**src/rtl/enc_sched_pkg.sv**
```systemverilog
// Shared types and default constants for the LED-link encoder frame scheduler.
package enc_sched_pkg;
  typedef enum logic [1:0] {S_IDLE, S_PRE, S_PAY, S_GAP} state_t;

  localparam int         DEF_SYM_DIV = 8;
  localparam logic [7:0] DEF_PRE_PAT = 8'hA5;
  localparam int         DEF_GAP_SYM = 4;
  localparam logic [3:0] REF_RESET   = 4'hF;
endpackage

```
**src/rtl/encoder_frame_scheduler_sym_tick_gen.sv**
```systemverilog
// Free-running symbol-rate divider; tick marks the last clk of each symbol.
module sym_tick_gen #(
  parameter int SYM_DIV = 8
) (
  input  logic clk,
  input  logic globalReset,
  output logic tick
);
  localparam int CW = $clog2(SYM_DIV);

  logic [CW-1:0] cnt;

  assign tick = (cnt == CW'(SYM_DIV - 1));

  always_ff @(posedge clk) begin
    if (globalReset)  cnt <= '0;
    else if (tick)    cnt <= '0;
    else              cnt <= cnt + 1'b1;
  end
endmodule

```
**src/rtl/encoder_frame_scheduler.sv**
```systemverilog
// Frames host words as preamble + payload + idle gap on reData at symbol rate,
// toggling balanceCLK on every symbol boundary while data flows.
module encoder_frame_scheduler
  import enc_sched_pkg::*;
#(
  parameter int                 SYM_DIV = DEF_SYM_DIV,
  parameter int                 WORD_W  = 16,
  parameter int                 PRE_LEN = 8,
  parameter logic [PRE_LEN-1:0] PRE_PAT = DEF_PRE_PAT,
  parameter int                 GAP_SYM = DEF_GAP_SYM
) (
  input  logic              clk,
  input  logic              globalReset,
  input  logic [WORD_W-1:0] word_data,
  input  logic              word_valid,
  output logic              word_ready,
  input  logic              burst_en,
  input  logic [3:0]        ref_cfg,
  output logic [3:0]        REF4Bits,
  output logic              reData,
  output logic              balanceCLK,
  output logic              busy,
  output logic              word_done
);
  localparam int PW = (PRE_LEN > 1) ? $clog2(PRE_LEN) : 1;
  localparam int WW = (WORD_W > 1) ? $clog2(WORD_W) : 1;
  localparam int GW = $clog2(GAP_SYM + 1);

  state_t            state;
  logic [PW-1:0]     pre_idx;
  logic [WW-1:0]     pay_idx;
  logic [GW-1:0]     gap_cnt;
  logic [WORD_W-1:0] shift;
  logic              pending;
  logic              tick;
  logic              accept;

  assign accept = word_valid && word_ready;

  sym_tick_gen #(.SYM_DIV(SYM_DIV)) u_tick (
    .clk         (clk),
    .globalReset (globalReset),
    .tick        (tick)
  );

  always_ff @(posedge clk) begin
    if (globalReset) begin
      state      <= S_IDLE;
      pre_idx    <= '0;
      pay_idx    <= '0;
      gap_cnt    <= '0;
      shift      <= '0;
      pending    <= 1'b0;
      word_ready <= 1'b0;
      reData     <= 1'b0;
      balanceCLK <= 1'b0;
      busy       <= 1'b0;
      word_done  <= 1'b0;
      REF4Bits   <= REF_RESET;
    end else begin
      word_done <= 1'b0;
      case (state)
        S_IDLE: begin
          if (tick) REF4Bits <= ref_cfg;
          if (accept) begin
            shift   <= word_data;
            pending <= 1'b1;
          end
          if (tick && (pending || accept)) begin
            state      <= S_PRE;
            pre_idx    <= PW'(PRE_LEN - 1);
            reData     <= PRE_PAT[PRE_LEN-1];
            balanceCLK <= ~balanceCLK;
            busy       <= 1'b1;
            pending    <= 1'b0;
            word_ready <= 1'b0;
          end else begin
            word_ready <= !(pending || accept);
          end
        end
        S_PRE: begin
          if (tick) begin
            balanceCLK <= ~balanceCLK;
            if (pre_idx == '0) begin
              state   <= S_PAY;
              pay_idx <= WW'(WORD_W - 1);
              reData  <= shift[WORD_W-1];
            end else begin
              pre_idx <= pre_idx - 1'b1;
              reData  <= PRE_PAT[pre_idx - 1'b1];
            end
          end
        end
        S_PAY: begin
          // The last symbol's bit is already in reData, so a chained word may
          // overwrite the shift register as soon as it is accepted.
          if (accept) begin
            shift   <= word_data;
            pending <= 1'b1;
          end
          if (tick) begin
            if (pay_idx == '0) begin
              word_done  <= 1'b1;
              pending    <= 1'b0;
              word_ready <= 1'b0;
              if (pending || accept) begin
                pay_idx    <= WW'(WORD_W - 1);
                reData     <= accept ? word_data[WORD_W-1] : shift[WORD_W-1];
                balanceCLK <= ~balanceCLK;
              end else begin
                state   <= S_GAP;
                gap_cnt <= '0;
                reData  <= 1'b0;
              end
            end else begin
              pay_idx    <= pay_idx - 1'b1;
              reData     <= shift[pay_idx - 1'b1];
              balanceCLK <= ~balanceCLK;
              word_ready <= (pay_idx == WW'(1)) && burst_en;
            end
          end else begin
            word_ready <= (pay_idx == '0) && burst_en && !(pending || accept);
          end
        end
        S_GAP: begin
          word_ready <= 1'b0;
          if (tick) begin
            if (gap_cnt == GW'(GAP_SYM - 1)) begin
              state      <= S_IDLE;
              busy       <= 1'b0;
              word_ready <= 1'b1;
            end else begin
              gap_cnt <= gap_cnt + 1'b1;
            end
          end
        end
        default: state <= S_IDLE;
      endcase
    end
  end
endmodule
```
**config.mk**
```make
export PLATFORM = sky130hd
export DESIGN_NAME = encoder_frame_scheduler
export DESIGN_NICKNAME = d
export VERILOG_FILES = /design/src/rtl/enc_sched_pkg.sv /design/src/rtl/encoder_frame_scheduler_sym_tick_gen.sv /design/src/rtl/encoder_frame_scheduler.sv
export SDC_FILE = /design/constraint.sdc
export NUM_CORES = 1
export LEC_CHECK = 0
export ABC_CLOCK_PERIOD_IN_PS = 5500
export BUFFER_PORTS_ARGS = -buffer_cell sky130_fd_sc_hd__buf_2
export CORE_MARGIN = 2
export CORE_UTILIZATION = 60
export CTS_CLUSTER_SIZE = 24
export DETAILED_ROUTE_END_ITERATION = 8
export PLACE_DENSITY = 0.83
export REMOVE_ABC_BUFFERS = 1
export SLEW_MARGIN = 5
export SYNTH_ARGS = -nofsm -noshare
export SYNTH_HDL_FRONTEND = slang
export SYNTH_SLANG_ARGS = --single-unit
export TNS_END_PERCENT = 50
```
**constraint.sdc**
```tcl
create_clock -name clk -period 5.5 [get_ports clk]
set_clock_uncertainty 0.2 [all_clocks]
set_input_delay 0.825 -clock clk [delete_from_list [all_inputs] [get_ports clk]]
set_output_delay 0.825 -clock clk [all_outputs]
set_load 0.01 [all_outputs]
```
==> impl_metrics.tcl <==
set metrics [dict create \
    core_region_area_sq_um 3610 \
    max_slew.worst_pin.slew_ns 1.08 \
    synth_cell_types 53 \
    rsz0062_at_grt "no" \
    synth_seq_cells 41 \
    finalSetupViolations 0 \
    cts_sinks 41 \
    async_flop_share_pct 0 \
    synth_edf_count 0 \
    finalCritPeriodShare_pct 51.4 \
    leakagePower_uw 0.000984 \
    fin_crit_ns 2.83 \
    synth_top_family_by_area "simple AND/OR/NAND/NOR gates" \
    fillers 305 \
    synth.largest_area_cell "dfxtp_1" \
    routabilityCongestion 0.802 \
    finalInstanceArea_sq_um 2440 \
    status "finished clean" \
    syn2layout_area_growth_pct 9.98 \
    design_power_total_uw 693 \
    p_int_uw 501 \
    io_buffers 32 \
    die_x_um 64.8 \
    hp-class "flop to flop" \
    io_pins 33 \
    dieArea_sq_um 4200 \
    initial_core_util_pct 61.6 \
    yosys.area_share.simple_pct 22.9 \
    swShare_pct 27.6 \
    synthAdderAreaFrac_pct 7.33 \
    synthMuxAreaShare_pct 5.02 \
    sequentialPowerShare_pct 47.3 \
    dr.pass1.iters 5 \
    synth_warnings 0 \
    grt_use_total_pct 23.2 \
    synthesis.area_sq_um 2220 \
    cts_root_buffer "clkbuf_8" \
    ctsHoldBuffers 0 \
    setup-tns-final_ns 0 \
    path_max_fanout 14 \
    overflow 0 \
    cts_tree "built" \
    yosysSeqAreaShare_pct 37.0 \
    grt_pass1_wl_um 7530 \
    slew_headroom_pct 27.7 \
    cts_setup_buffers 0 \
    cap_violations 0 \
    routed_via_density 5.69 \
    ys_top_cells_by_count "nand2_1, dfxtp_1, a21oi_1, nor2_1, ha_1" \
    clk_pin_slew_worst_paths_ns 0.08 \
    cts.path.max_buffers 2 \
    path_class "flop to flop" \
    dpl.hpwl_um 3070 \
    synth_area_per_cell_sq_um 8.57 \
    fp.dieH_um 64.8 \
    wirelength_um 4490 \
    synth_compound_area_share_pct 20.3 \
    p_sw_uw 192 \
    synth_top_area_share_pct 37.0 \
    peakVddDrop_v 0.000216 \
    startpoint_type "flop" \
    drt_iter0_drc 122 \
    pwr-share-clk_pct 35.3 \
    remaining_drc_errors 0 \
    h-tree-depth 2 \
    floorplan.rows 22 \
    combPwrFrac_pct 17.3 \
    yosysMostFrequentCell "nand2_1" \
    antenna_found_initial 0 \
    synthXorXnorAreaFrac_pct 0.789 \
    ys_top_cells_by_area "dfxtp_1, nand2_1, ha_1" \
    final-hold-violation-count 0 \
    grt_pass1_vias 1613 \
    n_antenna_cell 0 \
    routedWlPerCell_um 13.6 \
    worstPathRequired_ns 5.53 \
    clock_latency_ns 0.30 \
    postRouteAntennaNets 0 \
    grt_max_degree 42 \
    ys.flop_type "dfxtp_1" \
    cts_buffers 5 \
    placed_area_sq_um 2330 \
    endpoint_kind "flop" \
    fmax_mhz 354 \
    num_vias 1878 \
    drive_above_1_share_pct 18.4 \
    slew_viol_final 0 \
    cts.repair.resized 0 \
    arrival_ns 2.86 \
    syn_inst 259 \
    fin_nets 318 \
    power.density_nw_per_um2 284 \
]
## final timing paths
check | depth (start not counted) | endpoint | startpoint | slack (ns)
worst max-delay path | 7 | gap_cnt[0]$_SDFFE_PP0P_ | pay_idx[0]$_SDFFE_PP0P_ | 2.67
worst min-delay path | 1 | u_tick.cnt[0]$_SDFF_PP0_ | u_tick.cnt[0]$_SDFF_PP0_ | 0.25
worst max register to register | 7 | gap_cnt[0]$_SDFFE_PP0P_ | pay_idx[0]$_SDFFE_PP0P_ | 2.67
worst min register to register | 1 | u_tick.cnt[0]$_SDFF_PP0_ | u_tick.cnt[0]$_SDFF_PP0_ | 0.25
## area by class of cell
cell class,count,area [sq um],share of cell area [%]
Clock buffer,6,72.6,2.97
Clock inverter,2,38.8,1.59
Inverter,10,37.5,1.54
Multi-Input combinational cell,191,1250,51.3
Sequential cell,41,821,33.6
Tap cell,48,60.1,2.46
Timing Repair Buffer,32,160,6.56
## stage by stage
| stage | worst slack [ns] | std cells | util [%] | hold WS [ns] |
|---|---|---|---|---|
| final | 2.67 | 330 | 67.7 | 0.246 |
| after global routing | 2.33 | 330 | 67.7 | 0.278 |
| after CTS | 2.65 | 330 | 67.7 | 0.252 |
| after detailed placement | 2.67 | 322 | 64.6 | 0.241 |
| after global placement | 2.74 | 322 | 64.6 | 0.228 |
| after floorplan | 2.94 | 242 | - | 0.203 |
## critical path, stage by stage, from the launching register on
cell,delay [ns]
dfxtp_1,0.42
inv_1,0.10
ha_1,0.37
or3b_2,0.52
o21ai_0,0.24
o2111ai_1,0.25
or3b_2,0.54
a21oi_1,0.12
## sequential cells by signal (all words and copies together) (netlist names)
register / count
reData: 1
pre_idx: 3
shift: 16
word_done: 1
u_tick.cnt: 3
word_ready: 1
pay_idx: 4
balanceCLK: 1
pending: 1
gap_cnt: 3
busy: 1
state: 2
REF4Bits: 4
## cells by family after synthesis
| family | Yosys count |
|---|---|
| mux | 5 |
| simple gates | 103 |
| xor+xnor | 2 |
| flops | 41 |
| fa+ha+maj | 13 |
| buf+inv | 27 |
| compound gates | 68 |
## per-layer routing
layer	vias to the layer above	GRT usage [%]	part of all wire (%)
met5	-	0	0
met2	57	36.1	45
li1	965	-	-
met3	7	6.25	6.2
met1	849	31.9	48
met4	0	6.38	0.89
## power groups by stage
stage / clock [uW] / combinational [uW] / sequential, uW
global route: 262 / 136 / 331
detailed placement: 0 / 118 / 335
CTS: 246 / 120 / 328
global placement: 0 / 117 / 334
floorplan: 0 / 83.9 / 332
finish: 245 / 120 / 328
## cells in the final DEF (no fill, tap or decap), types with 2 or more instances in the layout
cell type  netlist  routed
and3b_1          2       2
or3b_2           3       3
nand2b_1         3       3
ha_1            13      13
nor3b_1          4       4
mux4_1           3       3
a211oi_1         6       6
or2_2            3       3
dfxtp_1         41      41
nand2_1         47      47
inv_1           10      10
a211o_1          4       4
clkbuf_8         2       5
and3_1           7       7
nand3_1          2       2
a311oi_1         4       4
xnor2_1          2       2
buf_2            0      32
nor2_1          20      20
o21ai_0          9       9
a21oi_1         29      29
Note: power is estimated with default switching activity, not from simulation.
